### src/rtl/uart_tx_fifo_pkg.sv
// Shared definitions for the UART transmit byte queue.
// Holds the UART character width and the head-source selector type.
package uart_tx_fifo_pkg;

    localparam int UART_DATA_W = 8;

    // Where the registered head byte currently comes from.
    typedef enum logic {
        HEAD_BYPASS = 1'b0,
        HEAD_RAM    = 1'b1
    } head_src_e;

    // Even parity over one character, available to storage checkers.
    function automatic logic char_parity(input logic [UART_DATA_W-1:0] ch);
        return ^ch;
    endfunction

endpackage

### src/rtl/uart_tx_fifo_sdp_ram.sv
// sdp_ram: simple dual-port array, one write port and one synchronous read port.
// Plain array with no reset so it can map onto block RAM for deep configurations.
module sdp_ram #(
    parameter int WIDTH  = 8,
    parameter int ADDR_W = 4
) (
    input  logic              clk,
    input  logic              we,
    input  logic [ADDR_W-1:0] waddr,
    input  logic [WIDTH-1:0]  wdata,
    input  logic              re,
    input  logic [ADDR_W-1:0] raddr,
    output logic [WIDTH-1:0]  rdata
);

    logic [WIDTH-1:0] mem_r [0:(1<<ADDR_W)-1];
    logic [WIDTH-1:0] rdata_r;

    // Write port.
    always_ff @(posedge clk) begin
        if (we) begin
            mem_r[waddr] <= wdata;
        end
    end

    // Synchronous read port; output holds when not enabled.
    always_ff @(posedge clk) begin
        if (re) begin
            rdata_r <= mem_r[raddr];
        end
    end

    assign rdata = rdata_r;

endmodule

### src/rtl/uart_tx_fifo.sv
// uart_tx_fifo: byte queue feeding the UART transmitter with a registered head byte.
// Optional sticky overflow flag (ports ovf/ovf_clr) enabled by UART_TX_FIFO_OVF_EN.
module uart_tx_fifo
    import uart_tx_fifo_pkg::*;
#(
    parameter int DEPTH_LOG2 = 4
) (
    input  logic                   clk,
    input  logic                   rst,
    input  logic                   wr,
    input  logic [UART_DATA_W-1:0] data_i,
    output logic                   full,
    output logic [DEPTH_LOG2:0]    count,
    output logic [UART_DATA_W-1:0] data_o,
    output logic                   data_rdy,
    input  logic                   fetch
`ifdef UART_TX_FIFO_OVF_EN
    ,
    output logic                   ovf,
    input  logic                   ovf_clr
`endif
);

    localparam int CW    = DEPTH_LOG2 + 1;
    localparam int DEPTH = 1 << DEPTH_LOG2;

    logic [DEPTH_LOG2-1:0]  wr_ptr_r;
    logic [DEPTH_LOG2-1:0]  rd_ptr_r;
    logic [CW-1:0]          count_r;
    logic                   full_r;
    logic                   rdy_r;
    logic [UART_DATA_W-1:0] byp_r;
    head_src_e              head_src_r;

    logic                   empty_s;
    logic                   pop_s;
    logic                   acc_s;
    logic                   ram_re_s;
    logic                   load_byp_s;
    logic [CW-1:0]          count_nxt_s;
    logic [DEPTH_LOG2-1:0]  rd_next_s;
    logic [UART_DATA_W-1:0] ram_rdata_s;
    logic [UART_DATA_W-1:0] head_s;

    // Accept/pop decisions; a write on a full queue is taken only alongside a pop.
    always_comb begin
        empty_s    = (count_r == {CW{1'b0}});
        pop_s      = fetch & ~empty_s;
        acc_s      = wr & (~full_r | fetch);
        rd_next_s  = rd_ptr_r + DEPTH_LOG2'(1'b1);
        ram_re_s   = pop_s & (count_r >= CW'(2'd2));
        load_byp_s = acc_s & (empty_s | (pop_s & (count_r == CW'(1'b1))));
        case ({acc_s, pop_s})
            2'b10:   count_nxt_s = count_r + CW'(1'b1);
            2'b01:   count_nxt_s = count_r - CW'(1'b1);
            default: count_nxt_s = count_r;
        endcase
    end

    // Pointer, occupancy and status registers.
    always_ff @(posedge clk) begin
        if (rst) begin
            wr_ptr_r <= {DEPTH_LOG2{1'b0}};
            rd_ptr_r <= {DEPTH_LOG2{1'b0}};
            count_r  <= {CW{1'b0}};
            full_r   <= 1'b0;
            rdy_r    <= 1'b0;
        end else begin
            if (acc_s) begin
                wr_ptr_r <= wr_ptr_r + DEPTH_LOG2'(1'b1);
            end
            if (pop_s) begin
                rd_ptr_r <= rd_next_s;
            end
            count_r <= count_nxt_s;
            full_r  <= (count_nxt_s == CW'(DEPTH));
            rdy_r   <= (count_nxt_s != {CW{1'b0}});
        end
    end

    // Head source: a byte entering as the sole entry bypasses the array,
    // otherwise the array read of the following slot supplies the new head.
    always_ff @(posedge clk) begin
        if (rst) begin
            byp_r      <= {UART_DATA_W{1'b0}};
            head_src_r <= HEAD_BYPASS;
        end else if (load_byp_s) begin
            byp_r      <= data_i;
            head_src_r <= HEAD_BYPASS;
        end else if (ram_re_s) begin
            head_src_r <= HEAD_RAM;
        end
    end

    sdp_ram #(
        .WIDTH  (UART_DATA_W),
        .ADDR_W (DEPTH_LOG2)
    ) u_ram (
        .clk   (clk),
        .we    (acc_s),
        .waddr (wr_ptr_r),
        .wdata (data_i),
        .re    (ram_re_s),
        .raddr (rd_next_s),
        .rdata (ram_rdata_s)
    );

    // Head mux between two registered sources.
    always_comb begin
        head_s = byp_r;
        case (head_src_r)
            HEAD_BYPASS: head_s = byp_r;
            HEAD_RAM:    head_s = ram_rdata_s;
            default:     head_s = byp_r;
        endcase
    end

    assign data_o   = head_s;
    assign count    = count_r;
    assign full     = full_r;
    assign data_rdy = rdy_r;

`ifdef UART_TX_FIFO_OVF_EN
    logic ovf_r;

    // Sticky overflow: set on a dropped write, set beats clear.
    always_ff @(posedge clk) begin
        if (rst) begin
            ovf_r <= 1'b0;
        end else if (wr & full_r & ~fetch) begin
            ovf_r <= 1'b1;
        end else if (ovf_clr) begin
            ovf_r <= 1'b0;
        end
    end

    assign ovf = ovf_r;
`endif

endmodule

### config.mk
export PLATFORM = sky130hd
export DESIGN_NAME = uart_tx_fifo
export DESIGN_NICKNAME = d
export VERILOG_FILES = /design/src/rtl/uart_tx_fifo_pkg.sv /design/src/rtl/uart_tx_fifo_sdp_ram.sv /design/src/rtl/uart_tx_fifo.sv
export SDC_FILE = /design/constraint.sdc
export NUM_CORES = 1
export LEC_CHECK = 0
export BUFFER_PORTS_ARGS = -buffer_cell sky130_fd_sc_hd__buf_2
export CORE_UTILIZATION = 40
export DETAILED_ROUTE_END_ITERATION = 7
export GPL_ROUTABILITY_DRIVEN = 0
export SLEW_MARGIN = 20
export SYNTH_ARGS = -nofsm -noshare
export SYNTH_HDL_FRONTEND = slang
export SYNTH_HIERARCHICAL = 1
export SYNTH_SLANG_ARGS = --single-unit
### constraint.sdc
create_clock -name clk -period 3.2 [get_ports clk]
set_input_delay 0.32 -clock clk [delete_from_list [all_inputs] [get_ports clk]]
set_output_delay 0.32 -clock clk [all_outputs]
set_load 0.02 [all_outputs]
==> results of run 1 <==
flip-flops by register name, summed over array words and instances, names as in the netlist:
register and cells:
u_ram/rdata 8, head_src_r 1, count 5, full 1, rd_ptr_r 4, data_rdy 1
u_ram/mem_r 128, wr_ptr_r 4, byp_r 8
logic make-up after synthesis:
logic type                 after synthesis
DFF                                    160
and+or+nand+nor                         87
muxes                                   49
AOI/OAI and AO/OA                       38
buffers and inverters                   26
xor gates and xnor gates                 9
adders and majority gates                9
power by group through the flow:
stage | sequential (W) | clock [W] | combinational, W
3_3_place_gp | 0.00247 | 0 | 0.00119
4_1_cts | 0.00243 | 0.00209 | 0.00121
5_1_grt | 0.00244 | 0.00218 | 0.00129
2_1_floorplan | 0.00248 | 0 | 0.000907
3_5_place_dp | 0.00248 | 0 | 0.00121
6_report | 0.00243 | 0.00205 | 0.00120
routing by layer:
| layer | wire length [um] | track usage, % | share of wire (%) |
|---|---|---|---|
| met5 | 0 | 0 | 0 |
| met4 | 220 | 7.23 | 1.7 |
| met3 | 617 | 4.07 | 4.8 |
| met2 | 6190 | 27.2 | 48 |
| met1 | 5920 | 22.2 | 46 |
critical path, stage by stage, from the launching register on:
cell and delay, ps:
dfxtp_1 390, inv_1 160, ha_1 180, or4b_4 510, nand2_4 130, ha_1 400
or3b_1 410, mux2i_1 180, o31ai_1 130, nor4bb_2 280
through the flow:
stage          std cells  power, W  setup WS [ps]  hold WS (ps)
2_1_floorplan        378   0.00338            608           398
3_3_place_gp         620   0.00366            502           470
3_5_place_dp         620   0.00369            349           472
4_1_cts              652   0.00574            348           193
5_1_grt              652   0.00591            109           212
6_report             652   0.00568            346           205
worst max path at each step:
stage | to | from | cells after the start | slack (ps)
6_report | full | count[1] | 9 | 350
5_1_grt | full | count[1] | 9 | 110
4_1_cts | full | count[0] | 9 | 350
3_5_place_dp | full | count[1] | 9 | 350
3_3_place_gp | full | count[1] | 9 | 500
2_1_floorplan | full | count[1] | 9 | 610
final cells by class:
cell class	count	area [um2]
Clock buffer	17	425
Clock inverter	15	181
Fill cell	1397	8400
Inverter	9	33.8
Multi-Input combinational cell	192	1870
Sequential cell	160	4560
Tap cell	216	270
Timing Repair Buffer	43	258
cells in the final DEF, fill, tap and decap left out, drive strengths merged, types with 2 or more instances in the layout:
cell type	n
o21ai	4
inv	13
nor3	8
nand3b	3
clkinv	6
nand3	9
nor2	32
a211oi	2
nand2	14
nand2b	4
a21oi	8
or3b	3
a22oi	17
dfxtp	24
o31ai	2
xor2	8
clkbuf	17
mux2	8
bufinv	3
and3	3
ha	9
clkinvlp	2
mux4	32
mux2i	9
nor2b	3
buf	43
edfxtp	136
==> impl_metrics.py, run 1 <==
metrics = {
    "clock_network": {
        "htreeDepth": 4,
        "clk_latency_ps": 420,
        "cts_tree": "done",
        "cts_resized": 0,
        "post_cts_buffers": 0,
        "cts.reportedPaths.clkPinSlew_ps": 60,
        "cts_buffers": 17,
        "cts-hold-fix-buffers": 0,
        "clockBufferDepth": 2,
        "cts.sinks": 160,
        "cts_root_buffer": "clkbuf_16",
    },
    "floorplan": {
        "fp.dieW_um": 130,
        "die_area_um2": 17000,
        "ios": 27,
        "rows": 46,
        "initial_core_util_pct": 41.2,
        "die_y_um": 130,
        "core_region_area_um2": 16000,
    },
    "power": {
        "power_frac_clock_pct": 36.0,
        "pwr-share-comb_pct": 21.2,
        "power.switching_w": 0.00154,
        "peakVddDrop_mv": 0.474,
        "swShare_pct": 27.0,
        "p_seq_share_pct": 42.8,
        "leakagePower_nw": 2.72,
        "internal_power_w": 0.00415,
        "power_density_nw_per_um2": 748,
    },
    "synthesis": {
        "synth-edff-count": 136,
        "synth_seq_cells": 160,
        "syn_area_um2": 6600,
        "synth_compound_area_share_pct": 4.02,
        "yosys.area.top_type": "edfxtp_1",
        "yosys.area_share.adder_pct": 1.71,
        "yosysMostFrequentCell": "edfxtp_1",
        "synth_top_family_by_area": "multiplexers",
        "synth-xor-area-share_pct": 1.20,
        "ys_async_sr_fraction_pct": 0,
        "ys_types": 48,
        "synth_flop_cell": "edfxtp_1",
        "synth_common_cells": "edfxtp_1, nor2_1, dfxtp_1",
        "seq_area_frac_synth_pct": 69.2,
        "syn_nets": 399,
        "muxShareOfSynthArea_pct": 14.5,
        "yosys-top-cells-area": "edfxtp_1, dfxtp_1, mux4_2",
        "synthCells": 378,
        "syn_area_per_cell_um2": 17.4,
        "synthSimpleGateAreaFrac_pct": 6.98,
        "synth-warning-count": 6,
        "synth_top_area_share_pct": 61.9,
    },
    "place": {
        "place_hpwl_um": 8330,
        "io_buffers": 26,
        "placed_cell_area_um2": 7000,
    },
    "setup_path": {
        "start_kind": "register",
        "path_class": "register to register",
        "worstPathMaxFanout": 17,
        "worst_ep_required_time_ps": 3530,
        "crit_path_end_kind": "register",
        "rr_worst_depth": 9,
        "cp_data_arrival_time_ps": 3180,
        "r2r_start": "count[1]",
        "r2r-end": "full",
        "r2r_slack_ps": 350,
    },
    "sta": {
        "setup_tns_ps": 0,
        "fin_skew_ps": 7.36,
        "drv_slew": 0,
        "relSlewSlack_pct": 41.0,
        "tightestPinTransition_ps": 882,
        "setup_violations": 0,
        "fmax_mhz": 350,
        "min_period_ps": 2850,
        "period_share_pct": 89.2,
        "rsz0062_at_grt": "no",
        "hold_viol": 0,
    },
    "finish": {
        "diodes": 0,
        "drive_gt1_share_pct": 22.9,
        "nets": 444,
        "syn2layout_area_growth_pct": 15.3,
        "final_util_pct": 47.5,
        "fin_area_um2": 7600,
    },
    "global_routing": {
        "grt_pass1_wl_um": 20100,
        "overflow": 0,
        "antenna_found_initial": 0,
        "grt_max_degree": 33,
        "gr-usage-all-layers_pct": 17.0,
        "grt_pass1_vias": 3508,
    },
    "run": {
        "cap_violations": 0,
    },
    "routing": {
        "wl_um": 13000,
        "ant_nets": 0,
        "dr.pass1.iters": 6,
        "remaining_drc_errors": 0,
        "avgViaCountPerCell": 5.30,
        "vias": 3456,
        "drt_iter0_markers": 375,
        "wl_per_cell_um": 19.9,
    },
    "worst_hold_path": {
        "holdPathEnd": "wr_ptr_r[1]",
        "hold_path.class": "primary input to register",
        "hold_path_depth": 3,
        "hp-start": "wr",
    },
    "status": {
        "status": "completed",
    },
}
No activity file was read; power rests on OpenSTA's default activity.
==> run 2, diff against run 1 <==
--- a/config.mk
+++ b/config.mk
@@ -5,6 +5,7 @@
 export SDC_FILE = /design/constraint.sdc
 export NUM_CORES = 1
 export LEC_CHECK = 0
+export ABC_AREA = 1
 export BUFFER_PORTS_ARGS = -buffer_cell sky130_fd_sc_hd__buf_2
 export CORE_UTILIZATION = 40
 export DETAILED_ROUTE_END_ITERATION = 7
==> impl_metrics.py, run 2 <==
metrics = {
    "global_routing": {
        "grt_pass1_wl_um": 24100,
        "gr-usage-all-layers_pct": 18.0,
        "grt_max_degree": 67,
        "grt_pass1_vias": 4577,
        "overflow": 0,
        "antenna_found_initial": 0,
    },
    "worst_hold_path": {
        "holdPathEnd": "count[2]",
        "hp-start": "rst",
        "hold_path.class": "primary input to register",
        "hold_path_depth": 2,
    },
    "setup_path": {
        "rr_worst_depth": 13,
        "crit_path_end_kind": "register",
        "crit_top_cell": "nand2_1",
        "worstPathMaxFanout": 8,
        "cpMaxStageDelayCell": "dfxtp_1",
        "worstPathCellList": "inv_1 > ha_1 > nand3_2 > nand2_2 > ha_1 > inv_1 > nand2_1 > o21ai_0 > nand2_1 > a21oi_1 > nand2_1 > nand2_1 > nand2_1",
        "cp_data_arrival_time_ps": 2730,
        "start_kind": "register",
        "r2r_slack_ps": 780,
        "crit_path_max_incr_delay_ps": 470,
        "r2r-end": "data_rdy",
        "path_class": "register to register",
        "r2r_start": "count[0]",
        "worst_ep_required_time_ps": 3510,
    },
    "finish": {
        "layout_common_cells": "nand2_1, edfxtp_1, inv_1",
        "diodes": 0,
        "largest_register_ff_count": 128,
        "nets": 787,
        "drive_gt1_share_pct": 9.63,
        "final_common_cell": "nand2_1",
        "fin_cells": 1004,
        "syn2layout_area_growth_pct": 11.9,
        "largest_register": "u_ram/mem_r",
    },
    "place": {
        "place_hpwl_um": 9850,
        "dp_cells": 972,
        "io_buffers": 26,
    },
    "sta": {
        "min_period_ps": 2420,
        "hold_viol": 0,
        "drv_slew": 0,
        "rsz0062_at_grt": "no",
        "setup_violations": 0,
        "fmax_mhz": 413,
        "timing.hold.ws_ps": 222,
        "setup_tns_ps": 0,
        "relSlewSlack_pct": 42.0,
        "fin_skew_ps": 9.41,
        "period_share_pct": 75.7,
        "tightestPinTransition_ps": 867,
    },
    "clock_network": {
        "cts_resized": 0,
        "cts.sinks": 160,
        "cts_tree": "done",
        "cts_buffers": 17,
        "clockBufferDepth": 2,
        "cts_root_buffer": "clkbuf_16",
        "post_cts_buffers": 0,
        "htreeDepth": 4,
        "cts-hold-fix-buffers": 0,
        "clk_latency_ps": 420,
        "cts.reportedPaths.clkPinSlew_ps": 60,
    },
    "floorplan": {
        "die_area_um2": 18400,
        "initial_core_util_pct": 41.1,
        "rows": 48,
        "die_y_um": 136,
        "ios": 27,
        "core_region_area_um2": 17400,
        "fp.dieW_um": 136,
    },
    "routing": {
        "wl_per_cell_um": 15.5,
        "vias": 4863,
        "wl_um": 15500,
        "ant_nets": 0,
        "avgViaCountPerCell": 4.84,
        "drt_iter0_markers": 370,
        "dr.pass1.iters": 4,
        "remaining_drc_errors": 0,
    },
    "synthesis": {
        "synth-edff-count": 136,
        "synth_flop_cell": "edfxtp_1",
        "ys_async_sr_fraction_pct": 0,
        "synthCells": 744,
        "syn_nets": 765,
        "yosys-top-cells-area": "edfxtp_1, nand2_1, nand3_1",
        "seq_area_frac_synth_pct": 63.8,
        "yosys.area.top_type": "edfxtp_1",
        "ys_types": 27,
        "syn_area_um2": 7160,
        "synth_top_area_share_pct": 57.0,
        "synth_common_cells": "nand2_1, edfxtp_1, inv_1",
        "yosysMostFrequentCell": "nand2_1",
        "synth_seq_cells": 160,
        "syn_area_per_cell_um2": 9.62,
        "synth-warning-count": 6,
    },
    "power": {
        "leakagePower_nw": 3.48,
        "peakVddDrop_mv": 0.588,
        "power_density_nw_per_um2": 897,
    },
    "run": {
        "cap_violations": 0,
    },
    "status": {
        "status": "completed",
    },
}
-- run 2: changes by cell type after synthesis, moves of 14 or more --
cell | previous run | this run
nor2_1 | 32 | 47
nand3_1 | 9 | 112
mux4_2 | 18 | 0
nand2_1 | 13 | 226
inv_1 | 7 | 116
a22oi_1 | 17 | 0
mux4_1 | 14 | 0
-- run 2: cell families (layout without fill, tap and decap cells) --
| family | Yosys count | in the layout | synth area share (%) |
|---|---|---|---|
| AO/OA/AOI/OAI | 26 | 26 | 2.27 |
| AND/OR/NAND/NOR | 395 | 395 | 23.1 |
| adder cells (fa/ha/maj) | 9 | 9 | 1.57 |
| flip-flops | 160 | 160 | 63.8 |
| buffers and inverters | 152 | 187 | 9.05 |
| XOR/XNOR | 2 | 2 | 0.245 |
-- run 2: worst max path at each step --
stage	startpoint	to	slack, ps	cells after the start
3_5_place_dp	count[0]	data_rdy	800	13
4_1_cts	count[0]	data_rdy	780	13
3_3_place_gp	count[0]	data_rdy	860	13
6_report	count[0]	data_rdy	780	13
5_1_grt	count[0]	data_rdy	530	13
2_1_floorplan	count[0]	data_rdy	920	13
-- run 2: area by class of cell --
| class | count | area (um2) |
|---|---|---|
| clock buffer | 17 | 425 |
| clock inverter | 15 | 149 |
| fill | 1642 | 9400 |
| inverter | 124 | 465 |
| multi-input combinational | 432 | 1950 |
| sequential | 160 | 4560 |
| tap | 225 | 282 |
| timing repair buffer | 31 | 180 |
-- run 2: through the flow --
stage          util (%)  setup WS (ps)  cell area, um2  total power [W]
5_1_grt            46.0            533            8010          0.00761
4_1_cts            46.0            783            8010          0.00723
3_5_place_dp       42.7            805            7440          0.00528
2_1_floorplan         -            923            7160          0.00457
6_report           46.0            779            8010          0.00719
3_3_place_gp       42.7            864            7440          0.00526
-- run 2: routing by layer --
metal  vias up  part of all wire [%]  global-route usage (%)
met5         -                     0                       0
met4         0                   1.8                    7.43
met3        20                   4.6                    3.55
met2       118                    47                    28.6
met1      2285                    47                    24.1
li1       2440                     -                       -
-- run 2: worst max-delay path: cells and delay by family, from the launching register on --
kind / cells / cell delay, ps
fa+ha+maj: 2 / 650
simple gates: 7 / 570
flops: 1 / 470
compound gates: 2 / 330
buf+inv: 2 / 300
-- run 2: power by group --
| part | total, W | switching (W) | internal, W |
|---|---|---|---|
| Combinational | 0.00259 | 0.00183 | 0.000758 |
| Sequential | 0.00265 | 0.000131 | 0.00252 |
| Clock | 0.00195 | 0.000853 | 0.00110 |
